===== config.mk =====
export PLATFORM = sky130hd
export DESIGN_NAME = regfile_sb_flat
export DESIGN_NICKNAME = d
export VERILOG_FILES = /design/src/rtl/regfile_pkg.sv /design/src/rtl/regfile_if.sv /design/src/rtl/regfile_read_port.sv /design/src/rtl/regfile_sb.sv /design/src/flat_wrapper.sv
export SDC_FILE = /design/constraint.sdc
export NUM_CORES = 2
export LEC_CHECK = 0
export ABC_CLOCK_PERIOD_IN_PS = 12900
export BUFFER_PORTS_ARGS = -buffer_cell sky130_fd_sc_hd__buf_2
export CAP_MARGIN = 20
export CORE_MARGIN = 5
export CORE_UTILIZATION = 40
export DETAILED_ROUTE_END_ITERATION = 10
export HOLD_SLACK_MARGIN = 0.06
export PLACE_DENSITY_LB_ADDON = 0.2
export SYNTH_ARGS = -nofsm -noshare
export SYNTH_HDL_FRONTEND = slang
export SYNTH_SLANG_ARGS = --single-unit

===== constraint.sdc =====
create_clock -name clk -period 12.9 [get_ports clk]
set_input_delay 3.87 -clock clk [delete_from_list [all_inputs] [get_ports clk]]
set_output_delay 3.87 -clock clk [all_outputs]
set_load 0.005 [all_outputs]

===== src/rtl/regfile_pkg.sv =====
// Shared constants and width helpers for the scoreboarded register file.
package regfile_pkg;

   localparam int XLEN_DEF = 32;
   localparam int NREG_DEF = 32;
   localparam int ZERO_IDX = 0;

   function automatic int addr_w(input int nreg);
      return (nreg <= 2) ? 1 : $clog2(nreg);
   endfunction

   function automatic int cnt_w(input int nreg);
      return $clog2(nreg + 1);
   endfunction

endpackage


===== src/rtl/regfile_if.sv =====
// Read, writeback and issue/scoreboard signals between the pipeline and the register file.
interface regfile_if
   import regfile_pkg::*;
#(
   parameter int XLEN = XLEN_DEF,
   parameter int NREG = NREG_DEF
);
   localparam int AW = addr_w(NREG);
   localparam int CW = cnt_w(NREG);

   logic [AW-1:0]   rs1_addr;
   logic [AW-1:0]   rs2_addr;
   logic [XLEN-1:0] rs1_data;
   logic [XLEN-1:0] rs2_data;
   logic            rs1_busy;
   logic            rs2_busy;
   logic            we;
   logic [AW-1:0]   wt_addr;
   logic [XLEN-1:0] wt_data;
   logic            issue_valid;
   logic [AW-1:0]   issue_rd;
   logic            issue_ready;
   logic            flush;
   logic [CW-1:0]   busy_count;

   modport master (
      output rs1_addr, rs2_addr, we, wt_addr, wt_data, issue_valid, issue_rd, flush,
      input  rs1_data, rs2_data, rs1_busy, rs2_busy, issue_ready, busy_count
   );

   modport slave (
      input  rs1_addr, rs2_addr, we, wt_addr, wt_data, issue_valid, issue_rd, flush,
      output rs1_data, rs2_data, rs1_busy, rs2_busy, issue_ready, busy_count
   );

endinterface


===== src/rtl/regfile_read_port.sv =====
// One combinational read port: stored value, optional same-cycle write bypass, zero register.
module regfile_read_port
   import regfile_pkg::*;
#(
   parameter int XLEN     = XLEN_DEF,
   parameter int NREG     = NREG_DEF,
   parameter int BYPASS   = 1,
   parameter int ZERO_REG = 1,
   localparam int AW      = addr_w(NREG)
) (
   input  logic [AW-1:0]   addr,
   input  logic [XLEN-1:0] store_data,
   input  logic            store_busy,
   input  logic            wr_fwd,
   input  logic [AW-1:0]   wt_addr,
   input  logic [XLEN-1:0] wt_data,
   output logic [XLEN-1:0] data,
   output logic            busy
);

   always_comb begin
      data = store_data;
      busy = store_busy;
      // A landing writeback also retires the pending bit, so the reader sees it as ready.
      if ((BYPASS != 0) && wr_fwd && (wt_addr == addr)) begin
         data = wt_data;
         busy = 1'b0;
      end
      if ((ZERO_REG != 0) && (addr == AW'(ZERO_IDX))) begin
         data = '0;
         busy = 1'b0;
      end
   end

endmodule


===== src/rtl/regfile_sb.sv =====
// Integer register file with per-register pending scoreboard and an incremental busy counter.
module regfile_sb
   import regfile_pkg::*;
#(
   parameter int XLEN     = XLEN_DEF,
   parameter int NREG     = NREG_DEF,
   parameter int BYPASS   = 1,
   parameter int ZERO_REG = 1
) (
   input  logic      clk,
   input  logic      rst,
   regfile_if.slave  bus
);

   localparam int AW = addr_w(NREG);
   localparam int CW = cnt_w(NREG);

   logic [XLEN-1:0] regs_q [NREG];
   logic [XLEN-1:0] regs_d [NREG];
   logic [NREG-1:0] pending_q, pending_d;
   logic [CW-1:0]   cnt_q, cnt_d;
   logic            wr_en;
   logic            iss_ready;
   logic            iss_set;

   always_comb begin
      wr_en     = bus.we && !((ZERO_REG != 0) && (bus.wt_addr == AW'(ZERO_IDX)));
      iss_ready = !bus.flush &&
                  !(pending_q[bus.issue_rd] && !(bus.we && (bus.wt_addr == bus.issue_rd)));
      iss_set   = bus.issue_valid && iss_ready &&
                  !((ZERO_REG != 0) && (bus.issue_rd == AW'(ZERO_IDX)));

      regs_d = regs_q;
      if (wr_en) regs_d[bus.wt_addr] = bus.wt_data;

      pending_d = pending_q;
      cnt_d     = cnt_q;
      if (bus.flush) begin
         pending_d = '0;
         cnt_d     = '0;
      end else begin
         // Clear before set so a same-register write+issue nets to pending=1 and count unchanged.
         if (wr_en && pending_q[bus.wt_addr]) begin
            pending_d[bus.wt_addr] = 1'b0;
            cnt_d                  = cnt_d - CW'(1);
         end
         if (iss_set) begin
            pending_d[bus.issue_rd] = 1'b1;
            cnt_d                   = cnt_d + CW'(1);
         end
      end
   end

   always_ff @(posedge clk or negedge rst) begin
      if (!rst) begin
         regs_q    <= '{default: '0};
         pending_q <= '0;
         cnt_q     <= '0;
      end else begin
         regs_q    <= regs_d;
         pending_q <= pending_d;
         cnt_q     <= cnt_d;
      end
   end

   assign bus.issue_ready = iss_ready;
   assign bus.busy_count  = cnt_q;

   regfile_read_port #(
      .XLEN(XLEN), .NREG(NREG), .BYPASS(BYPASS), .ZERO_REG(ZERO_REG)
   ) u_rd1 (
      .addr       (bus.rs1_addr),
      .store_data (regs_q[bus.rs1_addr]),
      .store_busy (pending_q[bus.rs1_addr]),
      .wr_fwd     (wr_en),
      .wt_addr    (bus.wt_addr),
      .wt_data    (bus.wt_data),
      .data       (bus.rs1_data),
      .busy       (bus.rs1_busy)
   );

   regfile_read_port #(
      .XLEN(XLEN), .NREG(NREG), .BYPASS(BYPASS), .ZERO_REG(ZERO_REG)
   ) u_rd2 (
      .addr       (bus.rs2_addr),
      .store_data (regs_q[bus.rs2_addr]),
      .store_busy (pending_q[bus.rs2_addr]),
      .wr_fwd     (wr_en),
      .wt_addr    (bus.wt_addr),
      .wt_data    (bus.wt_data),
      .data       (bus.rs2_data),
      .busy       (bus.rs2_busy)
   );

endmodule


===== src/flat_wrapper.sv =====
// flat-port wrapper written by rule: the top's interface ports become plain ports
module regfile_sb_flat import regfile_pkg::*;
#(
   parameter int XLEN     = XLEN_DEF,
   parameter int NREG     = NREG_DEF,
   parameter int BYPASS   = 1,
   parameter int ZERO_REG = 1
)
  (clk, rst, bus_rs1_addr, bus_rs2_addr, bus_we, bus_wt_addr, bus_wt_data, bus_issue_valid, bus_issue_rd, bus_flush, bus_rs1_data, bus_rs2_data, bus_rs1_busy, bus_rs2_busy, bus_issue_ready, bus_busy_count);
  regfile_if #(.XLEN(XLEN), .NREG(NREG)) bus_i ();
  input  logic clk;
  input  logic rst;
  input wire logic [$bits(bus_i.rs1_addr)-1:0] bus_rs1_addr;
  input wire logic [$bits(bus_i.rs2_addr)-1:0] bus_rs2_addr;
  input wire logic [$bits(bus_i.we)-1:0] bus_we;
  input wire logic [$bits(bus_i.wt_addr)-1:0] bus_wt_addr;
  input wire logic [$bits(bus_i.wt_data)-1:0] bus_wt_data;
  input wire logic [$bits(bus_i.issue_valid)-1:0] bus_issue_valid;
  input wire logic [$bits(bus_i.issue_rd)-1:0] bus_issue_rd;
  input wire logic [$bits(bus_i.flush)-1:0] bus_flush;
  output wire logic [$bits(bus_i.rs1_data)-1:0] bus_rs1_data;
  output wire logic [$bits(bus_i.rs2_data)-1:0] bus_rs2_data;
  output wire logic [$bits(bus_i.rs1_busy)-1:0] bus_rs1_busy;
  output wire logic [$bits(bus_i.rs2_busy)-1:0] bus_rs2_busy;
  output wire logic [$bits(bus_i.issue_ready)-1:0] bus_issue_ready;
  output wire logic [$bits(bus_i.busy_count)-1:0] bus_busy_count;
  assign bus_i.rs1_addr = bus_rs1_addr;
  assign bus_i.rs2_addr = bus_rs2_addr;
  assign bus_i.we = bus_we;
  assign bus_i.wt_addr = bus_wt_addr;
  assign bus_i.wt_data = bus_wt_data;
  assign bus_i.issue_valid = bus_issue_valid;
  assign bus_i.issue_rd = bus_issue_rd;
  assign bus_i.flush = bus_flush;
  assign bus_rs1_data = bus_i.rs1_data;
  assign bus_rs2_data = bus_i.rs2_data;
  assign bus_rs1_busy = bus_i.rs1_busy;
  assign bus_rs2_busy = bus_i.rs2_busy;
  assign bus_issue_ready = bus_i.issue_ready;
  assign bus_busy_count = bus_i.busy_count;
  regfile_sb #(.XLEN(XLEN), .NREG(NREG), .BYPASS(BYPASS), .ZERO_REG(ZERO_REG)) u_core (.clk(clk), .rst(rst), .bus(bus_i));
endmodule

Word level (Yosys, flattened, before mapping) --
Cells that the tools add are included. Widths: inputs -> output; s select.
Storage, ports and cells: input port bits 57, register bits after elaboration 1062, word-level logic and storage cells 113, output and inout port bits 73
Cells by class: add/sub/neg operators 2, eq/ne operators 3, order comparisons 10, mux-type cells 37, bitwise logic cells 6, reduce and logical (&&, ||, !) cells 21
Operators with widths (count):
- $bwmux 1024 | 1
- $mux 32 | 13
- $bmux 32 s5 | 2
- $demux 32 s5 | 1
- $and 32x32->32 | 1
- $not 32->32 | 1
- $or 32x32->32 | 1
- $lt 5x6->1 const B | 4
- $mux 6 | 4
- $bmux 1 s5 | 4
- $logic_not 5->1 | 4
- $ge 6x6->1 const B | 3
- $not 5->6 | 3
- $eq 5x5->1 | 3
- $logic_and 1x1->1 | 12
- $demux 1 s5 | 2
- $ge 5x1->1 const B | 2
- $mux 1 | 10
- $add 6x1->6 const B | 1
- $lt 6x1->1 const B | 1
- $sub 6x1->6 const B | 1
- $logic_not 1->1 | 5

Depth between registers and ports, before layout --
depth in word-level cells 11, gate-level depth with buffers 12, depth with buffers taken out 10

Cells and area by module --
A second synthesis with hierarchy kept.
Second synthesis, totals: cells, all modules 3695, area, all modules 58280.9 um2
By module, submodules not included:
- regfile_sb | instances 1, sequential area each 26575.5 um2, cells each 3443, area an instance 56724.4 um2
- regfile_read_port | instances 2, sequential area each 0.0 um2, cells each 126, area an instance 778.2 um2

Least setup slack after synthesis --
OpenSTA, ideal clock, no wires.
path kind input port to output port, start point input port bus_rs1_addr[0], end point output port bus_rs1_data[11], required time 9.030 ns, data arrival time 5.788 ns, buffers on the path 3, stages 7, slack 3.242 ns, path through clkbuf_1 buf_2 buf_2 mux4_2 mux4_2 mux2i_1 a211oi_1
Between the ends: word-level cells in the longest chain between the ends 6, elaborated cells on any way between the ends 9, those cells by class 1 x eq/ne; 5 x mux; 1 x bitwise; 2 x reduce/logical
RTL lines:
- from (decl) | RTL line flat_wrapper.sv:13 | input wire logic [$bits(bus_i.rs1_addr)-1:0] bus_rs1_addr;
- $not 5->6 (not written as such) | RTL line regfile_sb.sv:73 | .store_data (regs_q[bus.rs1_addr]),
- $bmux 32 s5 | RTL line regfile_sb.sv:73
- $mux 32 (not written as such) (2 in a row) | RTL line regfile_sb.sv:73
- $mux 32 | RTL line regfile_read_port.sv:25 | if ((BYPASS != 0) && wr_fwd && (wt_addr == addr)) begin
- $mux 32 (*) | RTL line regfile_read_port.sv:29 | if ((ZERO_REG != 0) && (addr == AW'(ZERO_IDX))) begin
- to (decl) | RTL line flat_wrapper.sv:21 | output wire logic [$bits(bus_i.rs1_data)-1:0] bus_rs1_data;
Mark *: on every way between the ends. The rest lies on a longest branch, timed or not. The select of a mux whose other input is x is not followed.

Worst setup path in the final report --
start point input port bus_rs1_addr[0], end point output port bus_rs1_data[5]
The elaborated chain is that of the path after synthesis.

==> qor.yml <==
synth:
  ys.flop_type: "dfrtp_1"
  yosysWarnings: 0
  synth_top_area_cell: "dfrtp_1"
  synth-edff-count: 0
  synth_area_per_cell_um2: 15.8
  synthTopCellsByArea: "dfrtp_1 46%, mux4_2 26%, mux2_2 19%"
  synth_cells: 3644
  synth_top_cell_area_share: 0.460
  ys_types: 50
  syn-num-nets: 3703
  ys_seq_area_frac: 0.460
  yosys_register_bits: 1062
  netlist_area_um2: 57700
  async_reset_ff_frac: 1.00
place:
  placed_area_um2: 60000
  dpl.hpwl_mm: 93.1
  portBuffers: 129
  gp_congestion: 0.753
timing:
  rsz0062_at_grt: "no"
  fin_crit_sh: 0.846
  hold_viol: 0
  fmax_mhz: 91.6
  finalCriticalPeriod_ns: 10.92
  skew_ns: 0.0103
  worst_pin_slew_ns: 1.17
  setup_viol: 0
  relSlewSlack: 0.217
  drv_slew: 0
  fin_tns_setup_ns: 0
cts:
  cts_tree: "done"
  cts_hold_buf: 0
  clk_path_buf_depth: 3
  htree_levels: 3
  clock-sinks: 1062
  path_clk_slew_ns: 0.06
  ctsResizeCount: 0
  clockRootBuffer: "clkbuf_16"
  cts_buffers: 118
  post_cts_buffers: 0
  clkLatencyLatePin_ns: 0.73
route:
  route.met3.wl_mm: 9.06
  top_layer: "met4"
  dr.pass1.iters: 6
  postRouteWirelength_mm: 174
  first_iter_violations: 2850
  wl_per_cell_um: 31.4
  drt-met1-wl_mm: 75.0
  drcViolationCount: 0
  via_per_inst: 6.20
  dr_wl_met2_mm: 84.6
  vias: 34300
  ant_nets: 0
finish:
  area_growth_pct: 11.1
  fin_nets: 3587
  finish.utilization: 0.447
  layout_common_cells: "1062 x dfrtp_1, 993 x mux2_2, 672 x mux4_2"
  final_cell_area_um2: 64100
  drive_above_1_share: 0.581
  mostFrequentLayoutCell: "dfrtp_1"
setup_path:
  critPathMaxFanout: 72
  critPathCaptureType: "primary output"
  path_class: "input port to primary output"
  startpoint_type: "input port"
  required_ns: 9.03
  arrival_ns: 7.05
power_and_ir_drop:
  power.density_nw_per_um2: 155
  vdd_drop_max_v: 0.000113
  p_leak_nw: 27.3
global_routing:
  grt_max_degree: 159
  antenna_found_initial: 4
  grt.total_usage: 0.230
  grt_overflow: 0
  first_global_vias: 35800
  grt_pass1_wl_mm: 257
flow_run:
  cap_violations: 0
hold_path:
  min_path_type: "register to register"
floorplan:
  rows: 139
  die_w_um: 390
  io_pins: 130
  core_area_um2: 143000
  die_area_um2: 152000
  die_h_um: 390
  start_util: 0.402
run_status:
  status: "completed"
[cell usage after synthesis, types with 8 or more instances]
master,n
dfrtp_1,1062
mux2_2,993
mux4_2,672
clkbuf_1,291
buf_2,102
nor2_1,99
mux2i_1,72
a211oi_1,65
nand2_1,54
buf_1,41
a21oi_1,25
o21ai_0,19
nand3_1,15
xnor2_1,14
nand4_1,12
xor2_1,11
inv_1,8
nor3_1,8
[worst max-delay path, cell delays in order]
cell and delay [ns]:
buf_8 0.63, buf_12 0.50, mux4_2 0.56, mux4_2 0.51, mux2i_1 0.47, a211oi_1 0.20, buf_2 0.17
[per-stage QoR]
step                hold WS [ns]  power [mW]  setup WS, ns  cells
finish                     0.391        9.93          1.98   5528
global route               0.404        10.4          1.80   5528
CTS                        0.397        10.0          1.95   5525
detailed placement         0.383        6.45          1.95   5309
global placement           0.377        6.40          1.93   5307
floorplan                  0.441        5.83          3.24   3644
[flip-flops by register name (all words and copies together) (netlist names)]
| signal | cells |
|---|---|
| u_core.bus.busy_count | 6 |
| u_core.regs_q | 1024 |
| u_core.pending_q | 32 |
[worst paths after layout]
check / startpoint / endpoint / slack [ns] / depth (start not counted)
min in group asynchronous: rst / u_core.regs_q[522] / 3.13 / 1
setup reg to reg: u_core.pending_q[15] / u_core.pending_q[12] / 9.71 / 8
hold reg to reg: u_core.regs_q[1019] / u_core.regs_q[1019] / 0.39 / 0
setup / recovery: bus_rs1_addr[0] / bus_rs1_data[5] / 1.98 / 7
hold / removal: u_core.regs_q[1019] / u_core.regs_q[1019] / 0.39 / 0
max in group asynchronous: rst / u_core.regs_q[704] / 7.58 / 3
[area by class of cell]
type / instances / area, µm²
clock buffer: 166 / 3450
inverter: 8 / 30.0
multi-input combinational: 2134 / 29600
clock inverter: 50 / 608
timing repair buffer: 204 / 1510
tap: 1903 / 2380
sequential: 1062 / 26600
fill: 12600 / 79300
antenna: 1 / 2.50
[report_power, final]
| part | internal, mW | switching, mW | total [mW] |
|---|---|---|---|
| Sequential | 3.95 | 0.425 | 4.37 |
| Clock | 2.11 | 1.43 | 3.54 |
| Combinational | 1.27 | 0.751 | 2.02 |
| Total | 7.32 | 2.61 | 9.93 |
[logic make-up after synthesis]
kind of cell | Yosys count | synth area share
AOI/OAI and AO/OA | 137 | 0.0164
xor gates and xnor gates | 25 | 0.00379
adders and majority gates | 2 | 0.000433
buffers and inverters | 448 | 0.0319
DFF | 1062 | 0.460
muxes | 1738 | 0.469
and+or+nand+nor | 232 | 0.0187
[per-layer routing]
| layer | vias to the layer above | track usage |
|---|---|---|
| met4 | 0 | 0.0698 |
| met3 | 250 | 0.0376 |
| met2 | 964 | 0.372 |
| li1 | 14000 | - |
| met1 | 19000 | 0.321 |
| met5 | - | 0 |
(Power assumes the default switching activity.)
